**config.mk**
```make
export PLATFORM = sky130hd
export DESIGN_NAME = uart_tx
export DESIGN_NICKNAME = d
export VERILOG_FILES = /design/src/rtl/uart_tx.sv
export SDC_FILE = /design/constraint.sdc
export NUM_CORES = 1
export LEC_CHECK = 0
export BUFFER_PORTS_ARGS = -buffer_cell sky130_fd_sc_hd__buf_2
export CAP_MARGIN = 20
export CORE_ASPECT_RATIO = 0.7
export CORE_MARGIN = 5
export CORE_UTILIZATION = 45
export CTS_CLUSTER_DIAMETER = 200
export DETAILED_ROUTE_END_ITERATION = 10
export PLACE_DENSITY = 0.67
export SLEW_MARGIN = 20
export SYNTH_ARGS = -nofsm -noshare
export SYNTH_HDL_FRONTEND = slang
export SYNTH_SLANG_ARGS = --single-unit
```
**constraint.sdc**
```tcl
create_clock -name clk -period 3.3 [get_ports clk]
set_clock_uncertainty 0.1 [all_clocks]
set_input_delay 0.825 -clock clk [delete_from_list [all_inputs] [get_ports clk]]
set_output_delay 0.825 -clock clk [all_outputs]
set_load 0.03 [all_outputs]
```
**src/rtl/uart_tx.sv**
```systemverilog
// uart_tx: memory-mapped 8N1 UART transmitter with a TX FIFO and a
// level IRQ raised once all queued data has left the line.
//   clk   : system clock
//   reset : asynchronous active-low reset
//   Addr  : word address from the bridge, Addr[1:0] selects the register
//   WE    : write strobe (device selected)
//   Din   : write data
//   Dout  : read data, combinational
//   txd   : serial output, idle high, registered
//   IRQ   : level interrupt, registered
module uart_tx #(
    parameter int unsigned FIFO_DEPTH  = 8,
    parameter logic [15:0] DIV_DEFAULT = 16'd434
) (
    input  logic        clk,
    input  logic        reset,
    input  logic [29:0] Addr,
    input  logic        WE,
    input  logic [31:0] Din,
    output logic [31:0] Dout,
    output logic        txd,
    output logic        IRQ
);

    localparam int AW = $clog2(FIFO_DEPTH);
    localparam int CW = AW + 1;

    typedef enum logic [1:0] {
        S_IDLE,
        S_START,
        S_DATA,
        S_STOP
    } state_t;

    state_t        state;
    logic [7:0]    mem [FIFO_DEPTH];
    logic [AW-1:0] wr_ptr;
    logic [AW-1:0] rd_ptr;
    logic [CW-1:0] count;
    logic [CW-1:0] count_next;
    logic          en;
    logic          ie;
    logic          ovf;
    logic [15:0]   divisor;
    logic [15:0]   div_lat;
    logic [15:0]   d_eff;
    logic [15:0]   cnt;
    logic [7:0]    shreg;
    logic [2:0]    bit_idx;

    logic wr_data;
    logic wr_ctrl;
    logic wr_div;
    logic full;
    logic empty;
    logic busy;
    logic push;
    logic pop;
    logic bit_done;
    logic busy_next;
    logic ie_next;
    logic unused;

    assign unused = &{1'b0, Addr[29:2], Din[31:16]};

    assign wr_data  = WE && (Addr[1:0] == 2'd0);
    assign wr_ctrl  = WE && (Addr[1:0] == 2'd1);
    assign wr_div   = WE && (Addr[1:0] == 2'd3);
    assign full     = (count == CW'(FIFO_DEPTH));
    assign empty    = (count == '0);
    assign busy     = (state != S_IDLE);
    assign bit_done = (cnt == 16'd0);
    assign d_eff    = (divisor == 16'd0) ? 16'd1 : divisor;
    assign push     = wr_data && !full;

    // Pops happen only at frame boundaries: from IDLE or at the end of STOP.
    always_comb begin
        pop = 1'b0;
        if (en && !empty) begin
            pop = (state == S_IDLE) || ((state == S_STOP) && bit_done);
        end
    end

    assign count_next = count + CW'(push) - CW'(pop);
    assign ie_next    = wr_ctrl ? Din[1] : ie;
    assign busy_next  = pop ||
                        (busy && !((state == S_STOP) && bit_done));

    always_comb begin
        Dout = 32'd0;
        case (Addr[1:0])
            2'd0: Dout = 32'd0;
            2'd1: Dout = {30'd0, ie, en};
            2'd2: Dout = {16'd0, 8'(count), 4'd0, ovf, busy, full, empty};
            2'd3: Dout = {16'd0, divisor};
        endcase
    end

    always_ff @(posedge clk) begin
        if (push) begin
            mem[wr_ptr] <= Din[7:0];
        end
    end

    always_ff @(posedge clk or negedge reset) begin
        if (!reset) begin
            en      <= 1'b0;
            ie      <= 1'b0;
            ovf     <= 1'b0;
            divisor <= DIV_DEFAULT;
            wr_ptr  <= '0;
            rd_ptr  <= '0;
            count   <= '0;
            IRQ     <= 1'b0;
        end else begin
            if (wr_ctrl) begin
                en <= Din[0];
                ie <= Din[1];
                if (Din[2]) begin
                    ovf <= 1'b0;
                end
            end
            if (wr_data && full) begin
                ovf <= 1'b1;
            end
            if (wr_div) begin
                divisor <= Din[15:0];
            end
            if (push) begin
                wr_ptr <= wr_ptr + 1'b1;
            end
            if (pop) begin
                rd_ptr <= rd_ptr + 1'b1;
            end
            count <= count_next;
            IRQ   <= ie_next && (count_next == '0) && !busy_next;
        end
    end

    always_ff @(posedge clk or negedge reset) begin
        if (!reset) begin
            state   <= S_IDLE;
            txd     <= 1'b1;
            shreg   <= 8'd0;
            bit_idx <= 3'd0;
            cnt     <= 16'd0;
            div_lat <= 16'd1;
        end else begin
            case (state)
                S_IDLE: begin
                    txd <= 1'b1;
                    if (pop) begin
                        shreg   <= mem[rd_ptr];
                        div_lat <= d_eff;
                        cnt     <= d_eff - 16'd1;
                        state   <= S_START;
                        txd     <= 1'b0;
                    end
                end
                S_START: begin
                    if (bit_done) begin
                        state   <= S_DATA;
                        bit_idx <= 3'd0;
                        txd     <= shreg[0];
                        cnt     <= div_lat - 16'd1;
                    end else begin
                        cnt <= cnt - 16'd1;
                    end
                end
                S_DATA: begin
                    if (bit_done) begin
                        cnt <= div_lat - 16'd1;
                        if (bit_idx == 3'd7) begin
                            state <= S_STOP;
                            txd   <= 1'b1;
                        end else begin
                            bit_idx <= bit_idx + 3'd1;
                            shreg   <= shreg >> 1;
                            txd     <= shreg[1];
                        end
                    end else begin
                        cnt <= cnt - 16'd1;
                    end
                end
                S_STOP: begin
                    if (bit_done) begin
                        // Next frame starts on this edge when data waits.
                        if (pop) begin
                            shreg   <= mem[rd_ptr];
                            div_lat <= d_eff;
                            cnt     <= d_eff - 16'd1;
                            state   <= S_START;
                            txd     <= 1'b0;
                        end else begin
                            state <= S_IDLE;
                        end
                    end else begin
                        cnt <= cnt - 16'd1;
                    end
                end
            endcase
        end
    end

endmodule

```
* After elaboration in Yosys (flattened, before gate mapping) *
Memories as Yosys holds them, arrays and structs flattened.
Index checks and enable logic that the tools add are counted.
Widths: inputs -> output; s select.

storage, ports and cells
  bits in registers = 76
  latch bits = 0
  RAM bits = 64
  ROM bits = 0
  bits of input ports = 65
  output and inout bits = 34
  logic and storage cells = 112
  memories = 1

cells by class
  add/subtract/negate cells = 8
  $mul = 0
  divide/modulo/power cells = 0
  $lt $le $gt $ge = 0
  eq/ne operators = 15
  shift-type cells = 0
  muxes and demuxes = 39
  bitwise operators = 0
  reduce and logical (&&, ||, !) cells = 35

memory list
  name  depth  width  rd ports  clocked after memory_dff  write ports  RTL line  RTL
  mem   8      8      1         0                         1            36        logic [7:0] mem [FIFO_DEPTH];

operators with widths
  kind                   number
  $pmux 32 s4            1
  $mux 16                6
  $pmux 16 s3            1
  $sub 16x1->16 const B  3
  $logic_not 16->1       2
  $mux 8                 4
  $pmux 16 s2            1
  $pmux 8 s3             1
  $mux 1                 14
  $ne 2x2->1 const B     7
  $reduce_and 4->1       3
  $logic_and 1x1->1      10
  $mux 2                 5
  $reduce_bool 2->1      5
  $add 3x1->3 const B    3
  $mux 3                 3
  $eq 2x2->1 const B     4
  $logic_not 4->1        2
  $pmux 2 s4             1
  $pmux 3 s2             1
  $reduce_and 5->1       1
  $add 4x1->4            1
  $eq 2x1->1 const B     2
  $eq 4x4->1 const B     1
  other kinds (9)        15

* Logic depth before layout (Yosys ltp) *
Gate-level depths: netlist of run 1.

  depth after elaboration = 8
  mapped depth = 19
  mapped depth without buffers = 16

* Least setup slack after synthesis of run 1 *
Ideal clock, no wire load.

  kind = flip-flop to flip-flop
  start point = register cnt[0]
  end point = register IRQ
  library setup time = 0.086 ns
  data arrival time = 3.196 ns
  required time = 3.114 ns
  slack = -0.082 ns
  cell stages (with the launch flop) = 20
  path buffers = 3
  clock period less this slack = 3.382 ns
  cell sequence = dfrtp_1 inv_1 ha_1 nor4b_1 and4_1 buf_4 a21oi_1 or2_1 buf_2 clkinv_2 buf_4 ha_1 inv_1 ha_1 inv_1 fa_1 inv_1 nor3_1 nand3_1 nor3_1

on the way
  longest elaborated chain between the ends = 8
  elaborated cells between the ends (all ways) = 12
  those cells by class = 1 x add/sub; 1 x mux; 10 x reduce/logical

ends and longest elaborated chain
  item                             RTL line  RTL
  start: declaration               47        logic [15:0] cnt;
  start signal: assignment         155       cnt <= d_eff - 16'd1;
  start signal: assignment         165       cnt <= div_lat - 16'd1;
  start signal: assignment         167       cnt <= cnt - 16'd1;
  $logic_not 16->1                 72        assign bit_done = (cnt == 16'd0);
  $logic_and 1x1->1                80        pop = (state == S_IDLE) || ((state == S_STOP) && bit_done);
  $logic_or 1x1->1                 80
  $mux 1                           79        if (en && !empty) begin
  $sub 4x1->4                      84        assign count_next = count + CW'(push) - CW'(pop);
  net count_next[1]                40        logic [CW-1:0] count_next;
  $logic_not 4->1                  136       IRQ <= ie_next && (count_next == '0) && !busy_next;
  $logic_and 1x1->1 (2 in series)  136
  end signal: assignment           136
  end: declaration                 22        output logic IRQ

The timed path passes the listed nets, and every way through them passes these cells.
A chain may end at the register's enable or synchronous reset.

* Worst setup path after layout of run 1 *
  start point = register cnt[1]
  end point = register IRQ

Same word-level chain as after synthesis.

==> results.toml, run 1 <==
[final_layout]
post_route_cells_drive_above_1_share = 0.2560
postLayoutCoreUtil = 0.5315
syn_to_final_growth_pct = 17.04
layout.cells.non_filler = 932
fin_nets = 779
diodes = 0
layout_commonest_cell = "dfrtp_1"
fill_cells = 1421
final_cell_mix = "69 x dfrtp_1, 64 x edfxtp_1, 63 x nand2_1"

[synthesis]
synthFlopType = "dfrtp_1"
avgSynthCellArea_sq_um = 11.77
synth_cell_types = 66
ys_warn_count = 0
synth-edff-count = 64
yosysSeqAreaShare = 0.5209
synthCells = 625
async_flop_share = 0.5429
synthesis.area_sq_um = 7357
ys_ff_latch = 140

[floorplanning]
die_y_um = 117.0
die_w_um = 162.8
dieArea_sq_um = 19050
start_util = 0.4541
io_pins = 99
rows = 39
coreArea_sq_um = 16200

[timing]
fmax_mhz = 309.6
slew_viol_final = 0
fin_crit_ns = 3.230
tightest_slew_ns = 0.7638
finalCritPeriodShare = 0.9789
finalSetupViolations = 0
finalSetupTns_ns = 0
timing.final.hold_violations = 0
max_slew_margin = 0.4908

[clock_tree]
insertion_delay_ns = 0.42
path_clk_slew_ns = 0.06
cts_root_buf = "clkbuf_16"
cts_max_level = 4
cts_buffers = 17
clock-sinks = 140
clock_path_buffers = 2
cts_hold_repair.buffers = 0
cts_tree = "done"

[routing]
vias_per_cell = 5.496
drt_iter0_drc = 474
wirelength_mm = 17.14
ant_nets = 0
routedWlPerCell_um = 18.39
vias = 5122
firstDrtPassIters = 4
drc = 0

[min_path]
min_path_type = "in2async"

[placement]
numPortBuffers = 38
dp_cells = 894
place_congestion = 0.9278
dp_hpwl_mm = 12.01

[global_route]
grt_max_degree = 77
grt_pass1_wl_mm = 27.92
globalRouteOverflowTotal = 0
grt_util_all_layers = 0.1890
first_global_vias = 5104
antenna_found_initial = 0

[critical_path]
cp_top_family = "simple AND/OR/NAND/NOR gates"
path_cells = "inv_2 -> ha_4 -> nor4b_4 -> and4_4 -> a21oi_4 -> or2_1 -> clkinv_2 -> ha_4 -> inv_1 -> ha_2 -> inv_2 -> fa_2 -> xnor2_2 -> nor3_2 -> nand3_1 -> nor3_2"
arrival_ns = 3.48
cp_num_buf_inv = 4
crit_path_start_kind = "flop"
critical_path.max_fanout = 2
cp.required_ns = 3.54
crit_type = "reg2reg"
cp-end-kind = "flop"
max_stage_delay_ns = 0.39
slowest_stage = "dfrtp_1"

[pwr]
p_leak_uw = 0.003483
peakVddDrop_mv = 0.5002
power.density_nw_per_um2 = 895.2
p_total_uw = 7708

[job]
maxCapViolCount = 0

[status]
status = "complete, no violations"
## stage by stage
stage / setup WS (ns) / instance area, sq um / hold WS, ns
floorplan: 0.02007 / 7426 / 0.3641
global placement: 0.1163 / 7921 / 0.3729
detailed placement: 0.02370 / 7921 / 0.3858
CTS: 0.06858 / 8489 / 0.3997
global route: -0.03184 / 8611 / 0.3988
finish: 0.06958 / 8611 / 0.3403
## what timing repair did
action	in CTS	in global routing
buffers inserted	0	5
cloned	0	0
resized for setup	1	16
pin swaps	0	10
endpoints found under the setup margin	1	1
## per-layer routing
metal	global-route usage	part of all wire	up-vias
met3	0.04130	0.051	11
met5	0	0	-
li1	-	-	2403
met4	0.03966	0.0074	0
met1	0.2860	0.49	2570
met2	0.2826	0.45	138
## flip-flops by register name, summed over array words and instances (netlist names)
| name | flops |
|---|---|
| wr_ptr | 3 |
| shreg | 8 |
| ovf | 1 |
| IRQ | 1 |
| state | 2 |
| bit_idx | 3 |
| txd | 1 |
| div_lat | 16 |
| divisor | 16 |
| en | 1 |
| ie | 1 |
| mem | 64 |
| rd_ptr | 3 |
| count | 4 |
| cnt | 16 |
## power breakdown
part	switching (uW)	internal [uW]
Sequential	472	2230
Combinational	1740	1440
Clock	778	1050
## cells in the mapped netlist, types with 16 or more instances
cell type,count,area (sq um)
mux2i_1,17,170.2
a21oi_1,18,90.09
mux4_2,16,360.4
ha_1,19,237.7
edfxtp_1,64,1922
o21ai_0,21,105.1
buf_4,20,150.1
mux2_2,23,259.0
xnor2_1,18,157.7
nand2_1,63,236.5
nor3_1,18,90.09
xor2_1,21,183.9
nor2_1,35,131.4
dfrtp_1,69,1727
clkbuf_1,19,71.32
mux2_1,20,225.2
## path summary, 6_finish.rpt
check	from	to	slack (ns)	cells past startpoint
min in group clk	shreg[3]$_DFFE_PN0P_	shreg[3]$_DFFE_PN0P_	0.40	1
min	reset	div_lat[15]$_DFFE_PN0P_	0.34	1
max in group asynchronous	reset	bit_idx[1]$_DFFE_PN0P_	2.28	1
min reg2reg	shreg[3]$_DFFE_PN0P_	shreg[3]$_DFFE_PN0P_	0.40	1
max	cnt[1]$_DFF_PN0_	IRQ$_DFF_PN0_	0.07	16
max reg2reg	cnt[1]$_DFF_PN0_	IRQ$_DFF_PN0_	0.07	16
## final cells by class
cell class	instances	area [sq um]	area share
multi-input combinational	435	3329	0.3867
timing repair buffer	84	541.8	0.06292
sequential	140	3832	0.4451
clock buffer	18	429.2	0.04984
clock inverter	14	135.1	0.01569
tap	225	281.5	0.03269
inverter	16	61.31	0.007120
## logic make-up after synthesis
family,share of synthesized area
buf+inv,0.04541
mux,0.1379
flops,0.5209
simple gates,0.1284
fa+ha+maj,0.03503
other cells,0.0005097
xor+xnor,0.04643
compound gates,0.08538
No activity file was read; power rests on OpenSTA's default activity.
==> inputs of run 2 (changes only) <==
--- a/config.mk
+++ b/config.mk
@@ -9,10 +9,10 @@
 export CAP_MARGIN = 20
 export CORE_ASPECT_RATIO = 0.7
 export CORE_MARGIN = 5
-export CORE_UTILIZATION = 45
+export CORE_UTILIZATION = 50
 export CTS_CLUSTER_DIAMETER = 200
 export DETAILED_ROUTE_END_ITERATION = 10
-export PLACE_DENSITY = 0.67
+export PLACE_DENSITY = 0.74
 export SLEW_MARGIN = 20
 export SYNTH_ARGS = -nofsm -noshare
 export SYNTH_HDL_FRONTEND = slang
==> run 2 against run 1 <==
Net effect: combinational power is 4% lower; power up 0.20%; worst hold slack worse by 0.16 ns; non-clock buffer count fell by 9; sequential share of layout area grew 0.46 points; count of clock-buffer cells in the layout shrank 1; routed wire length fell by 0.76%; clock power grew 7%; via count is 1.3% higher; setup slack improved by 0.054 ns; final cell count is 4.2% lower; maximum frequency rose by 1.7%; critical endpoint unchanged; largest cell class unchanged.
==> results.toml, run 2 (synthesis gave the netlist of run 1 again) <==
[timing]
finalWorstSetupSlack_ns = 0.1234
slew_viol_final = 0
holdWs_ns = 0.1822
finalCritPeriodShare = 0.9626
timing.final.hold_violations = 0
max_slew_margin = 0.2463
fmax_mhz = 314.8
finalSetupViolations = 0
fin_crit_ns = 3.177
tightest_slew_ns = 1.131

[critical_path]
crit_path_start_kind = "flop"
crit_type = "reg2reg"
cp.required_ns = 3.54
arrival_ns = 3.42
r2r_slack_ns = 0.12
cp-end-kind = "flop"
critical_path.max_fanout = 4

[final_layout]
final_cell_mix = "69 x dfrtp_1, 64 x edfxtp_1, 63 x nand2_1"
fin_nets = 770
post_route_cells_drive_above_1_share = 0.2393
postLayoutCellArea_sq_um = 8523
syn_to_final_growth_pct = 15.85
layout_commonest_cell = "dfrtp_1"
fill_cells = 1123
largest_reg_flops = 64
diodes = 0
top_register = "mem"

[routing]
drc = 0
vias = 5190
wirelength_mm = 17.01
ant_nets = 0
vias_per_cell = 5.812
routedWlPerCell_um = 19.05
firstDrtPassIters = 5
drt_iter0_drc = 479

[floorplanning]
start_util = 0.5045
die_y_um = 111.5
die_w_um = 155.0
coreArea_sq_um = 14580
io_pins = 99
dieArea_sq_um = 17280
rows = 37

[status]
status = "complete, no violations"

[pwr]
p_total_uw = 7723
power.density_nw_per_um2 = 906.2
peakVddDrop_mv = 0.5330
swShare = 0.3902
p_switching_uw = 3014
p_comb_frac = 0.393
pwr-share-seq = 0.354
internal_power_uw = 4709
p_leak_uw = 0.003462
power_frac_clock = 0.253

[clock_tree]
clock_path_buffers = 2
insertion_delay_ns = 0.42
cts_buffers = 17
cts_root_buf = "clkbuf_16"
path_clk_slew_ns = 0.07
cts_tree = "done"
cts_max_level = 4
clock-sinks = 140

[global_route]
grt_util_all_layers = 0.2044
first_global_vias = 5283
grt_max_degree = 77
grt_pass1_wl_mm = 28.22
globalRouteOverflowTotal = 0
antenna_found_initial = 0

[placement]
place_area_sq_um = 7854
numPortBuffers = 38
dp_hpwl_mm = 11.55
place_congestion = 0.9194
pre_cts_ws_ns = 0.01991

[job]
maxCapViolCount = 0

[min_path]
min_path_type = "in2async"
[run 2: cell types whose count changed in the layout (fill, tap and decap cells not counted), sizes merged]
| cell | delta |
|---|---|
| buf | -9 |
| bufinv | +1 |
| clkinvlp | -1 |
| inv | +2 |
| clkbuf | -1 |
| clkinv | -1 |
[run 2: final timing paths]
| kind | startpoint | cells after the start | to |
|---|---|---|---|
| setup reg to reg | cnt[12]$_DFF_PN0_ | 14 | IRQ$_DFF_PN0_ |
| max in group asynchronous | reset | 2 | txd$_DFFE_PN1P_ |
| setup / recovery | cnt[12]$_DFF_PN0_ | 14 | IRQ$_DFF_PN0_ |
| hold reg to reg | shreg[6]$_DFFE_PN0P_ | 1 | shreg[6]$_DFFE_PN0P_ |
| hold / removal | reset | 1 | divisor[14]$_DFFE_PN0P_ |
| min in group clk | shreg[6]$_DFFE_PN0P_ | 1 | shreg[6]$_DFFE_PN0P_ |
[run 2: power by group through the flow]
stage | clock [uW] | sequential, uW | combinational (uW)
2_1_floorplan | 0 | 2550 | 2250
6_report | 1950 | 2730 | 3040
5_1_grt | 2060 | 2800 | 3330
4_1_cts | 1970 | 2720 | 2950
3_3_place_gp | 0 | 2710 | 2780
3_5_place_dp | 0 | 2740 | 2890
[run 2: metrics by stage]
stage	TNS [ns]	std cells	utilization
after floorplan	0	640	-
after global placement	0	860	0.5386
after detailed placement	0	860	0.5386
after CTS	0	892	0.5800
after global routing	-0.04917	893	0.5845
final	0	893	0.5845
[run 2: what timing repair did]
item,in CTS,in global routing
hold buffers,0,0
setup endpoints to repair,1,1
buffers inserted,0,0
gates resized for setup,1,8
pin swaps,0,4
[run 2: layer usage]
metal	wire [um]	vias up	GRT usage
li1	-	2385	-
met1	7643	2574	0.2898
met2	7795	212	0.3100
met3	1391	19	0.06371
met4	179	0	0.04824
met5	0	-	0
[run 2: layout make-up]
type | count | area [sq um] | share of cell area
Sequential cell | 140 | 3832 | 0.4496
Inverter | 16 | 61.31 | 0.007193
Timing Repair Buffer | 75 | 490.5 | 0.05755
Multi-Input combinational cell | 435 | 3294 | 0.3865
Tap cell | 195 | 244.0 | 0.02863
Clock inverter | 15 | 175.2 | 0.02055
Clock buffer | 17 | 425.4 | 0.04991
[run 2: critical path, stage by stage (launching register included)]
cell and delay, ns:
dfrtp_1 0.44, nor4_4 0.38, and4_4 0.30, a21oi_4 0.08, or2_1 0.27, clkinv_2 0.07
ha_1 0.21, inv_1 0.06, ha_1 0.15, inv_1 0.06, fa_1 0.50, inv_1 0.07
nor3_2 0.16, nand3_1 0.12, nor3_2 0.11
==> inputs of run 3 (changes only) <==
--- a/config.mk
+++ b/config.mk
@@ -9,10 +9,10 @@
 export CAP_MARGIN = 20
 export CORE_ASPECT_RATIO = 0.7
 export CORE_MARGIN = 5
-export CORE_UTILIZATION = 50
+export CORE_UTILIZATION = 40
 export CTS_CLUSTER_DIAMETER = 200
 export DETAILED_ROUTE_END_ITERATION = 10
-export PLACE_DENSITY = 0.74
+export RECOVER_POWER = 25
 export SLEW_MARGIN = 20
 export SYNTH_ARGS = -nofsm -noshare
 export SYNTH_HDL_FRONTEND = slang
==> run 3 against run 2 <==
Net effect: the flow now finishes with violations (max-capacitance violations, max-slew violations); highest routed layer unchanged; die area up 23%; critical endpoint is now cnt[14]$_DFF_PN0_; core utilization decreased by 10 points; routed wire length is 6.2% higher; largest cell class unchanged; setup slack improved by 0.034 ns; critical path type unchanged.
==> results.toml, run 3 (synthesis gave the netlist of run 1 again) <==
[global_route]
globalRouteOverflowTotal = 0
antenna_found_initial = 1
first_global_vias = 5183
grt_max_degree = 77
grt_util_all_layers = 0.1783
grt_pass1_wl_mm = 28.91

[pwr]
p_total_uw = 7855
power.density_nw_per_um2 = 906.2
peakVddDrop_mv = 0.3836
p_leak_uw = 0.003483

[routing]
vias = 5139
met1_length_mm = 8.906
wirelength_mm = 18.07
top_layer_used = "met4"
firstDrtPassIters = 5
vias_per_cell = 5.432
routedWlPerCell_um = 19.10
drt_iter0_drc = 405
met2RoutedLength_mm = 7.840
drc = 0
ant_nets = 0
route.met3.wl_mm = 1.142

[critical_path]
ff2ff_path_depth = 10
cp-end-kind = "flop"
crit_path_start_kind = "flop"
cp.required_ns = 3.48
r2r_slack_ns = 0.16
r2r-start = "divisor[8]$_DFFE_PN1P_"
arrival_ns = 3.32
crit_type = "reg2reg"
reg2reg_to = "cnt[14]$_DFF_PN0_"
critical_path.max_fanout = 8

[floorplanning]
rows = 41
dieArea_sq_um = 21250
start_util = 0.4074
die_y_um = 123.5
coreArea_sq_um = 18060
io_pins = 99
die_w_um = 172.1

[clock_tree]
clock-sinks = 140
insertion_delay_ns = 0.43
cts_buffers = 17
cts_root_buf = "clkbuf_16"
clock_path_buffers = 2
path_clk_slew_ns = 0.07
cts_tree = "done"
cts_max_level = 4

[final_layout]
post_route_cells_drive_above_1_share = 0.2493
diodes = 0
fill_cells = 1628
fin_nets = 782
final_cell_mix = "69 x dfrtp_1, 64 x edfxtp_1, 63 x nand2_1"
top_register = "mem"
multiInputGateArea_sq_um = 3329
layout_commonest_cell = "dfrtp_1"
seqCellArea_sq_um = 3832
largest_reg_flops = 64
syn_to_final_growth_pct = 17.82

[min_path]
min_path_type = "reg2reg"
hold_path.startpoint = "shreg[0]$_DFFE_PN0P_"
min_to = "shreg[0]$_DFFE_PN0P_"
min_delay_path_depth = 1

[timing]
timing.final.hold_violations = 0
tightest_slew_ns = 1.994
slew_viol_final = 77
fmax_mhz = 318.2
fin_crit_ns = 3.143
max_slew_margin = -0.3292
finalSetupViolations = 0
finalSetupTns_ns = 0
finalCritPeriodShare = 0.9524

[placement]
numPortBuffers = 38
place_congestion = 0.8560
dp_hpwl_mm = 12.31

[job]
maxCapViolCount = 1

[status]
status = "finished, violations left"
failed_checks = "max-capacitance violations, max-slew violations"
run 3: cell count changes in the layout (fill, tap and decap cells not counted):
cell and change:
clkinvlp_4 +2, ha_1 -2, ha_2 -1, inv_2 +4, clkbuf_1 +9, inv_1 -4
buf_2 -8, buf_16 -1, ha_4 +3, clkinv_1 -1, clkinvlp_2 -1, clkbuf_2 +1
buf_4 +12, clkinv_4 -1
run 3: where the power goes:
group          total (uW)  internal (uW)  switching, uW
Clock                1990           1150            843
Sequential           2710           2230            482
Combinational        3150           1430           1720
Total                7860           4810           3050
run 3: stage by stage:
stage	instance area [sq um]	cells	worst slack (ns)	utilization	hold WS, ns
5_1_grt	8668	946	-0.02147	0.4800	0.4188
3_5_place_dp	7950	907	0.03692	0.4403	0.3877
3_3_place_gp	7950	907	0.09380	0.4403	0.3734
2_1_floorplan	7426	640	0.02007	-	0.3641
6_report	8668	946	0.1571	0.4800	0.3980
4_1_cts	8556	939	0.07280	0.4738	0.4041
run 3: critical path, stage by stage (launching register included):
cell and delay (ns):
dfstp_2 0.64, nor3_1 0.11, and4b_1 0.26, nor2_1 0.26, ha_1 0.29, or4b_1 0.52, nor4_1 0.27, xnor2_1 0.19
nand2_1 0.14, o21ai_1 0.12, o22ai_1 0.09
run 3: cell type report:
class                   count  share of cell area
flip-flops and latches    140              0.4421
well taps                 236             0.03406
inverters                  16            0.007073
clock buffers              18             0.04951
repair buffers             87             0.06322
multi-input cells         435              0.3841
clock inverters            14             0.01992
run 3: what timing repair did:
| item | CTS | global route |
|---|---|---|
| gates resized for setup | 1 | 17 |
| setup endpoints to repair | 1 | 1 |
| pin swaps | 0 | 8 |
| setup buffers | 0 | 7 |
| hold buffers | 0 | 0 |
run 3: per-layer routing:
layer  up-vias  global-route usage
met1      2547              0.2705
met4         0             0.05155
met5         -                   0
met2       169              0.2544
li1       2406                   -
met3        17             0.04187
run 3: worst max-delay path by stage:
| stage | slack, ns | to | from |
|---|---|---|---|
| CTS | 0.07 | IRQ$_DFF_PN0_ | cnt[0]$_DFF_PN0_ |
| finish | 0.16 | cnt[14]$_DFF_PN0_ | divisor[8]$_DFFE_PN1P_ |
| global placement | 0.09 | IRQ$_DFF_PN0_ | cnt[0]$_DFF_PN0_ |
| detailed placement | 0.04 | IRQ$_DFF_PN0_ | cnt[0]$_DFF_PN0_ |
| global route | -0.02 | IRQ$_DFF_PN0_ | cnt[1]$_DFF_PN0_ |
| floorplan | 0.02 | IRQ$_DFF_PN0_ | cnt[0]$_DFF_PN0_ |
